==> src/rtl/guess_compare_ctrl_if.sv <==
// Handshake bundle between the guessing-game controller and the player/display
// side: game start, secret/guess operands, guess handshake and result flags.
interface guess_compare_ctrl_if #(
  parameter int WIDTH = 10
);
  logic             start;
  logic [WIDTH-1:0] secret_in;
  logic [WIDTH-1:0] guess_in;
  logic             guess_valid;
  logic             guess_ready;
  logic             result_valid;
  logic             higher;
  logic             lower;
  logic             win;
  logic             lose;
  logic [3:0]       tries_left;

  // Player / display side: offers games and guesses, observes results.
  modport master (
    output start, secret_in, guess_in, guess_valid,
    input  guess_ready, result_valid, higher, lower, win, lose, tries_left
  );

  // Controller side.
  modport slave (
    input  start, secret_in, guess_in, guess_valid,
    output guess_ready, result_valid, higher, lower, win, lose, tries_left
  );
endinterface

==> src/rtl/guess_compare_ctrl.sv <==
// Number-guessing game sequencer. One unsigned "A > B" comparator is shared
// over two cycles: first guess > secret, then secret > guess. Both false means
// the guess is correct. All outputs are registered.
module guess_compare_ctrl #(
  parameter int WIDTH     = 10,
  parameter int MAX_TRIES = 10
) (
  input  logic                 clk,
  input  logic                 reset_n,
  guess_compare_ctrl_if.slave  bus
);

  typedef enum logic [2:0] {
    IDLE,
    WAIT_GUESS,
    CMP_HI,
    CMP_LO,
    RESULT,
    DONE
  } state_t;

  state_t           state;
  logic [WIDTH-1:0] secret_reg;
  logic [WIDTH-1:0] guess_reg;
  logic             gt_reg;

  logic             ready_q;
  logic             result_valid_q;
  logic             higher_q;
  logic             lower_q;
  logic             win_q;
  logic             lose_q;
  logic [3:0]       tries_q;

  logic [WIDTH-1:0] cmp_a;
  logic [WIDTH-1:0] cmp_b;
  logic             cmp_gt;

  // Single shared comparator; operands swap in CMP_LO so its output means "lt".
  always_comb begin
    cmp_a = guess_reg;
    cmp_b = secret_reg;
    if (state == CMP_LO) begin
      cmp_a = secret_reg;
      cmp_b = guess_reg;
    end
    cmp_gt = (cmp_a > cmp_b);
  end

  // Game FSM with registered outputs; start preempts every state.
  // NOTE: all state here is assigned with <= so every register samples the
  // pre-edge values of the others; a blocking = would chain them in one cycle.
  always_ff @(posedge clk) begin
    if (!reset_n) begin
      state          <= IDLE;
      secret_reg     <= '0;
      guess_reg      <= '0;
      gt_reg         <= 1'b0;
      ready_q        <= 1'b0;
      result_valid_q <= 1'b0;
      higher_q       <= 1'b0;
      lower_q        <= 1'b0;
      win_q          <= 1'b0;
      lose_q         <= 1'b0;
      tries_q        <= 4'd0;
    end else if (bus.start) begin
      // New game; any guess in flight is dropped without a result pulse.
      state          <= WAIT_GUESS;
      secret_reg     <= bus.secret_in;
      guess_reg      <= '0;
      gt_reg         <= 1'b0;
      ready_q        <= 1'b1;
      result_valid_q <= 1'b0;
      higher_q       <= 1'b0;
      lower_q        <= 1'b0;
      win_q          <= 1'b0;
      lose_q         <= 1'b0;
      tries_q        <= 4'(MAX_TRIES);
    end else begin
      case (state)
        IDLE: begin
          // Waiting for the first start; guesses are ignored.
        end
        WAIT_GUESS: begin
          if (bus.guess_valid) begin
            guess_reg <= bus.guess_in;
            tries_q   <= tries_q - 4'd1;
            higher_q  <= 1'b0;
            lower_q   <= 1'b0;
            ready_q   <= 1'b0;
            state     <= CMP_HI;
          end
        end
        CMP_HI: begin
          gt_reg <= cmp_gt;
          state  <= CMP_LO;
        end
        CMP_LO: begin
          // Flags are loaded on the way into RESULT so they are visible
          // in the same cycle as result_valid.
          lower_q        <= gt_reg;
          higher_q       <= cmp_gt;
          result_valid_q <= 1'b1;
          if (!gt_reg && !cmp_gt) begin
            win_q <= 1'b1;
          end else if (tries_q == 4'd0) begin
            lose_q <= 1'b1;
          end
          state <= RESULT;
        end
        RESULT: begin
          result_valid_q <= 1'b0;
          if (win_q || lose_q) begin
            state <= DONE;
          end else begin
            ready_q <= 1'b1;
            state   <= WAIT_GUESS;
          end
        end
        DONE: begin
          // Hold everything until start or reset.
        end
        default: state <= IDLE;
      endcase
    end
  end

  assign bus.guess_ready  = ready_q;
  assign bus.result_valid = result_valid_q;
  assign bus.higher       = higher_q;
  assign bus.lower        = lower_q;
  assign bus.win          = win_q;
  assign bus.lose         = lose_q;
  assign bus.tries_left   = tries_q;

endmodule

==> src/flat_wrapper.sv <==
// flat-port wrapper written by rule: the top's interface ports become plain ports
module guess_compare_ctrl_flat 
#(
  parameter int WIDTH     = 10,
  parameter int MAX_TRIES = 10
)
  (clk, reset_n, bus_start, bus_secret_in, bus_guess_in, bus_guess_valid, bus_guess_ready, bus_result_valid, bus_higher, bus_lower, bus_win, bus_lose, bus_tries_left);
  guess_compare_ctrl_if #(.WIDTH(WIDTH)) bus_i ();
  input  logic clk;
  input  logic reset_n;
  input wire logic [$bits(bus_i.start)-1:0] bus_start;
  input wire logic [$bits(bus_i.secret_in)-1:0] bus_secret_in;
  input wire logic [$bits(bus_i.guess_in)-1:0] bus_guess_in;
  input wire logic [$bits(bus_i.guess_valid)-1:0] bus_guess_valid;
  output wire logic [$bits(bus_i.guess_ready)-1:0] bus_guess_ready;
  output wire logic [$bits(bus_i.result_valid)-1:0] bus_result_valid;
  output wire logic [$bits(bus_i.higher)-1:0] bus_higher;
  output wire logic [$bits(bus_i.lower)-1:0] bus_lower;
  output wire logic [$bits(bus_i.win)-1:0] bus_win;
  output wire logic [$bits(bus_i.lose)-1:0] bus_lose;
  output wire logic [$bits(bus_i.tries_left)-1:0] bus_tries_left;
  assign bus_i.start = bus_start;
  assign bus_i.secret_in = bus_secret_in;
  assign bus_i.guess_in = bus_guess_in;
  assign bus_i.guess_valid = bus_guess_valid;
  assign bus_guess_ready = bus_i.guess_ready;
  assign bus_result_valid = bus_i.result_valid;
  assign bus_higher = bus_i.higher;
  assign bus_lower = bus_i.lower;
  assign bus_win = bus_i.win;
  assign bus_lose = bus_i.lose;
  assign bus_tries_left = bus_i.tries_left;
  guess_compare_ctrl #(.WIDTH(WIDTH), .MAX_TRIES(MAX_TRIES)) u_core (.clk(clk), .reset_n(reset_n), .bus(bus_i));
endmodule
==> config.mk <==
export PLATFORM = sky130hd
export DESIGN_NAME = guess_compare_ctrl_flat
export DESIGN_NICKNAME = d
export VERILOG_FILES = /design/src/rtl/guess_compare_ctrl_if.sv /design/src/rtl/guess_compare_ctrl.sv /design/src/flat_wrapper.sv
export SDC_FILE = /design/constraint.sdc
export NUM_CORES = 1
export LEC_CHECK = 0
export CELL_PAD_IN_SITES_DETAIL_PLACEMENT = 0
export CELL_PAD_IN_SITES_GLOBAL_PLACEMENT = 1
export CORE_ASPECT_RATIO = 2
export CORE_UTILIZATION = 34
export CTS_CLUSTER_DIAMETER = 30
export DETAILED_ROUTE_END_ITERATION = 6
export GPL_TIMING_DRIVEN = 0
export PLACE_DENSITY = 0.77
export SLEW_MARGIN = 20
export SYNTH_ARGS = -nofsm -noshare
export SYNTH_HDL_FRONTEND = slang
export SYNTH_SLANG_ARGS = --single-unit
==> constraint.sdc <==
create_clock -name clk -period 1.65 [get_ports clk]
set_input_delay 0.4125 -clock clk [delete_from_list [all_inputs] [get_ports clk]]
set_output_delay 0.4125 -clock clk [all_outputs]
set_load 0.05 [all_outputs]
---- Word-level counts from Yosys, hierarchy flattened ----
Index checks and enable logic that the tools add are counted.
operators by class
  muxes and demuxes ....................... 16
  divide/modulo/power cells ............... 0
  reductions and logical operators ........ 21
  order comparisons ....................... 1
  equal/unequal tests ..................... 9
  multipliers ............................. 0
  add/subtract/negate cells ............... 1
  shift operators ......................... 0
  bitwise operators ....................... 3
operators by type and width
  kind                   number
  $mux W10               2
  $pmux W3 S5            1
  $mux W4                3
  $reduce_and A2 Y1      6
  $gt A10 B10 Y1         1
  $pmux W1 S2            4
  $reduce_bool A2 Y1     4
  $eq A3 B2 Y1 const B   2
  $eq A3 B3 Y1 const B   2
  $mux W3                2
  $ne A3 B3 Y1 const B   2
  $reduce_and A3 Y1      2
  $logic_not A4 Y1       1
  $mux W1                4
  $reduce_or A2 Y1       2
  $sub A4 B1 Y4 const B  1
  $eq A3 B1 Y1 const B   1
  $logic_not A3 Y1       1
  $not A1 Y1             3
  $reduce_bool A3 Y1     1
  $logic_not A1 Y1       2
  $ne A2 B1 Y1 const B   1
  $ne A2 B2 Y1 const B   1
  $logic_and A1 B1 Y1    1
  $logic_or A1 B1 Y1     1
word-level totals
  word-level logic and storage cells ...... 64
  latch bits .............................. 0
  output and inout port bits .............. 10
  input bits .............................. 24
  bits in writable memories ............... 0
  register bits ........................... 34
  memories kept ........................... 0
  ROM bits ................................ 0

---- Longest topological paths before layout ----
  word-level depth ........................ 7
  mapped depth ............................ 8
  gate-level depth less buffers ........... 6

---- Least setup slack after synthesis ----
OpenSTA, ideal clock, no wires.
  kind .................................... reg2reg
  from .................................... register u_core.state[1]
  to ...................................... register u_core.lose_q (netlist: u_core.bus.lose)
  clock period less this slack ............ 1.734 ns
  required time ........................... 1.516 ns
  slack ................................... -0.084 ns
  stages on the path, launching flop included .. 8
  setup time .............................. 0.134 ns
  buffers on the path ..................... 1
  arrival ................................. 1.600 ns
  cell sequence ........................... dfxtp_1 buf_2 nand3b_1 or4_1 o211ai_1 a31oi_1 a211oi_2 o22ai_1
between the ends
  word-level cells in the longest chain between the ends .. 7
  elaborated cells between the ends (all ways) .. 8
  classes of those cells .................. order compare: 1; eq/ne: 1; mux: 2; bitwise: 1; reduce/logical: 3
ends and longest elaborated chain
  element                        RTL line                                            RTL
  start, declared                guess_compare_ctrl.sv:22                            state_t state;
  start signal, assigned         guess_compare_ctrl.sv:55                            state <= IDLE;
  start signal, assigned         guess_compare_ctrl.sv:68                            state <= WAIT_GUESS;
  start signal, assigned         guess_compare_ctrl.sv:91                            state <= CMP_HI;
  $eq A3 B2 Y1 *                 guess_compare_ctrl.sv:43, guess_compare_ctrl.sv:80
  $mux W10                       guess_compare_ctrl.sv:43                            if (state == CMP_LO) begin
  $gt A10 B10 Y1                 guess_compare_ctrl.sv:47                            cmp_gt = (cmp_a > cmp_b);
  $logic_not A1 Y1               guess_compare_ctrl.sv:104                           if (!gt_reg && !cmp_gt) begin
  $logic_and A1 B1 Y1            guess_compare_ctrl.sv:104
  $not A1 Y1 (no line)           --
  $reduce_and A3 Y1 (no line) *  --
  end signal, assigned           guess_compare_ctrl.sv:64                            lose_q <= 1'b0;
  end signal, assigned           guess_compare_ctrl.sv:77                            lose_q <= 1'b0;
  end signal, assigned           guess_compare_ctrl.sv:107                           lose_q <= 1'b1;
  end, declared                  guess_compare_ctrl.sv:32                            logic lose_q;
Mark *: on every way between the ends. The rest lies on a longest branch, timed or not.
A chain may end at the register's enable or synchronous reset.

---- Final worst setup path ----
  from .................................... register u_core.state[2]
  to ...................................... register u_core.lose_q (netlist: u_core.bus.lose)
The elaborated chain is that of the path after synthesis.

==> results.txt <==
The most used flip-flop cell after synthesis is sky130_fd_sc_hd__dfxtp_1. The worst register-to-register path ends at u_core.bus.lose$_SDFFE_PP0P_. The run finished, with violations left. In this run the worst hold path is classified as flip-flop to flip-flop. In the global route stage, overall resource usage came out at 17.9%. TritonCTS built the clock tree. The total number of yosys warnings is 0, and the number of nets in the layout is 274. After detailed routing, the number of remaining DRC violations is 0. The setup check on the worst reg-to-reg path leaves a slack of -70 ps. The actual transition at the worst max-transition pin was 687 ps; the post-detailed-route via-to-cell ratio was 5.09. The run gives 4 as the length of the first detailed-routing pass in iterations.

The checks that failed: setup timing. 34 I/O pins were placed. Entering global routing, the biggest net connects 11 pins. The run gives 580 MHz as the upper clock frequency limit.

The slack of the critical path is -74.1 ps. Share of final-layout standard cells stronger than drive strength 1: 14.5%. The global-route wire length before repair was 6870 um; the register bit count reported by yosys was 34.

Via count: 1559. The worst setup path is captured at a flip-flop. The number of global-route vias before repair is 1511. The run gives 5 as the number of buffers inserted during clock tree synthesis.

The cell type with the largest total area after synthesis was sky130_fd_sc_hd__dfxtp_1. Summed over all layers, the global routing overflow is 0. In this run the worst path has a maximum fanout of 4.

Summed over all nets, the half-perimeter wirelength after detailed placement is 3240 um. From synthesis to final layout, the design area changed by 32.6%. Measured against its own limit, the worst slew margin works out to 54.2%. The category of the most critical setup path was flip-flop to flip-flop. The number of antenna diodes in the final layout is 0.

The startpoint of the most critical hold path was u_core.bus.higher$_SDFFE_PP0P_. The area share of the largest cell type after synthesis works out to 39.7%. The worst hold path passes through 2 cells. The longest clock path from root to sink contains 2 buffers. The starting density of the core is 35.3%, and the final instance area is 2280 um2.

The clock arrives with 7.09 ps of skew. Among all stages on the critical path, the largest delay is contributed by sky130_fd_sc_hd__or4_1. For the initial antenna violation count, the log shows 0.

After synthesis, the mean cell area works out to 8.33 um2. The distinct cell type count of the synthesized netlist came out at 39. The library cell used most frequently in the layout, excluding fill and tap cells, is sky130_fd_sc_hd__dfxtp_1. After floorplanning, the core was divided into 36 placement rows.

The startpoint identified for the worst register-to-register timing path is u_core.state[2]$_SDFFE_PP0P_. STA puts the critical path data arrival time at 1900 ps. The number of pins exceeding their max-slew limit in the final report was 0. The shortest clock period the worst path allows after layout was 1720 ps; the power density relative to cell area was 804 nW/um2. Input and output buffers added on the ports amount to 32. The die outline width works out to 52.2 um. The max-capacitance violation count is 0. The detailed router's first-iteration violation count is 29.

The final total negative setup slack is -234 ps, and the leakage power is 0.884 nW. The data required time at the worst endpoint is 1830 ps. Yosys attributes the largest share of cell area to sky130_fd_sc_hd__dfxtp_1 (40%), sky130_fd_sc_hd__mux2i_1 (7.6%), sky130_fd_sc_hd__nor2b_1 (5.8%), sky130_fd_sc_hd__nand2_1 (5.7%), sky130_fd_sc_hd__a21oi_1 (5.0%).

Setup violations remaining at the end of the flow were counted as 4. For this design, the sink count on the clock tree is 34. The tools report the clock insertion delay at the later pin of the skew report as 290 ps. In the layout the commonest cells are sky130_fd_sc_hd__dfxtp_1 (27), sky130_fd_sc_hd__nand2_1 (26), sky130_fd_sc_hd__clkdlybuf4s50_1 (22). The largest stage delay on the critical path is 410 ps, and the area of the core is 4860 um2.

For the die outline area, the log shows 5350 um2. Across all hold checks on the routed design, the worst slack comes to 457 ps. Measured along the y axis, the die boundary spans 102 um. The congestion estimate from routability-driven global placement came to 0.781. The tools report the terminating pin of the worst hold path as u_core.bus.higher$_SDFFE_PP0P_. The number of buffer and inverter instances along the worst setup path is 1, and the total of hold buffers inserted after clock tree synthesis is 0.

The detailed-route wire length came out at 4320 um. The worst path uses 104% of the clock period. The share of the Yosys chip area taken by registers is 39.7%. Traced cell by cell, the critical path runs through nand3b_1 -> or4_1 -> o211ai_1 -> a31oi_1 -> a211oi_2 -> buf_4 -> o22ai_1. Family of cells with the greatest summed delay on the critical path: simple AND/OR/NAND/NOR gates. Counting every instance in the synthesized netlist gives 206. Clock transition at the registers of the reported paths: 70 ps.

The cell sitting at the root of the clock tree is a sky130_fd_sc_hd__clkbuf_8. For the post-synthesis instance area, the log shows 1720 um2. The worst setup path is launched from a flip-flop. Counting every net in the synthesized netlist gives 232. The area of placed instances is 2110 um2. Number of hold-slack violations in the final timing report: 0. CTS built an H-tree with a depth of 2.

The detail route stage leaves a number of antenna-violating nets equal to 0. VDD sags by at most 474 uV. The run gives 497 as the number of fill cells in the layout. The number of flops mapped to enable cells by yosys came out at 0.

The routed length per placed instance was 14.1 um. Setup repair after global routing could not meet its margin everywhere. The number of cells on the worst reg-to-reg path is 7.

Counting flops with an async set or reset pin after synthesis yields a share of 0%.
through the flow:
step	setup WS (ps)	utilization, %	std cells	total power [mW]
final	-74.1	46.8	306	1.83
after global routing	-130	46.8	306	1.92
after CTS	-177	46.1	305	1.85
after detailed placement	-643	43.4	295	1.19
after global placement	-642	43.4	295	1.19
after floorplan	-2.84	-	206	1.07
Yosys cell counts, types with 4 or more instances:
master                      n
sky130_fd_sc_hd__xnor2_1    4
sky130_fd_sc_hd__nand2_1   26
sky130_fd_sc_hd__o22ai_1    4
sky130_fd_sc_hd__o21ai_0    4
sky130_fd_sc_hd__inv_1     10
sky130_fd_sc_hd__nor3_1     4
sky130_fd_sc_hd__mux2i_1   13
sky130_fd_sc_hd__nor2_1    10
sky130_fd_sc_hd__nand2b_1   6
sky130_fd_sc_hd__o21a_1     4
sky130_fd_sc_hd__clkbuf_1   9
sky130_fd_sc_hd__a21oi_1   17
sky130_fd_sc_hd__dfxtp_1   34
sky130_fd_sc_hd__nor2b_1   16
sky130_fd_sc_hd__xor2_1     7
tightest hold or removal path, cell delays in order (launching register included):
cell	delay, ps
sky130_fd_sc_hd__dfxtp_1	310
sky130_fd_sc_hd__nand4_1	60
sky130_fd_sc_hd__o21ai_1	50
report_power, final:
group / internal [mW] / total, mW / switching [mW]
Clock: 0.337 / 0.643 / 0.306
Combinational: 0.150 / 0.303 / 0.153
Sequential: 0.849 / 0.883 / 0.0346
final cells by class:
type,count,area (um2),area share [%]
buffer,9,56.3,2.47
multi-input combinational,151,992,43.6
timing repair buffer,36,329,14.5
sequential,34,694,30.5
clock inverter,1,5.00,0.220
clock buffer,7,86.3,3.79
inverter,11,41.3,1.81
tap,57,71.3,3.13
worst max-delay path by stage:
stage                                  from                          endpoint  depth (start not counted)
4_1_cts        u_core.state[2]$_SDFFE_PP0P_      u_core.bus.lose$_SDFFE_PP0P_                          7
2_1_floorplan  u_core.state[1]$_SDFFE_PP0P_    u_core.bus.higher$_SDFFE_PP0P_                          7
3_5_place_dp                bus_guess_valid  u_core.guess_reg[6]$_SDFFE_PP0P_                          8
6_report       u_core.state[2]$_SDFFE_PP0P_      u_core.bus.lose$_SDFFE_PP0P_                          7
3_3_place_gp                bus_guess_valid  u_core.guess_reg[6]$_SDFFE_PP0P_                          8
5_1_grt        u_core.state[2]$_SDFFE_PP0P_      u_core.bus.lose$_SDFFE_PP0P_                          7
metal layers:
layer,vias to the layer above,share of wire (%),track usage [%]
li1,790,-,-
met1,735,38,17.7
met2,28,57,34.1
met3,6,2.9,3.54
met4,0,1.9,7.89
met5,-,0,0
kinds of logic (layout without fill, tap and decap cells):
family | count (synthesis) | in the layout | share of synthesized area [%]
flops | 34 | 34 | 39.6
compound gates | 44 | 44 | 16.1
buf+inv | 21 | 64 | 4.66
mux | 13 | 13 | 7.58
fa+ha+maj | 5 | 5 | 3.21
simple gates | 78 | 78 | 23.2
xor+xnor | 11 | 11 | 5.61
timing repair:
action                     CTS  global route
setup endpoints to repair   30            19
pin swaps                    4             3
gates resized for setup     26            24
buffers inserted             3             2
(Power assumes the default switching activity.)
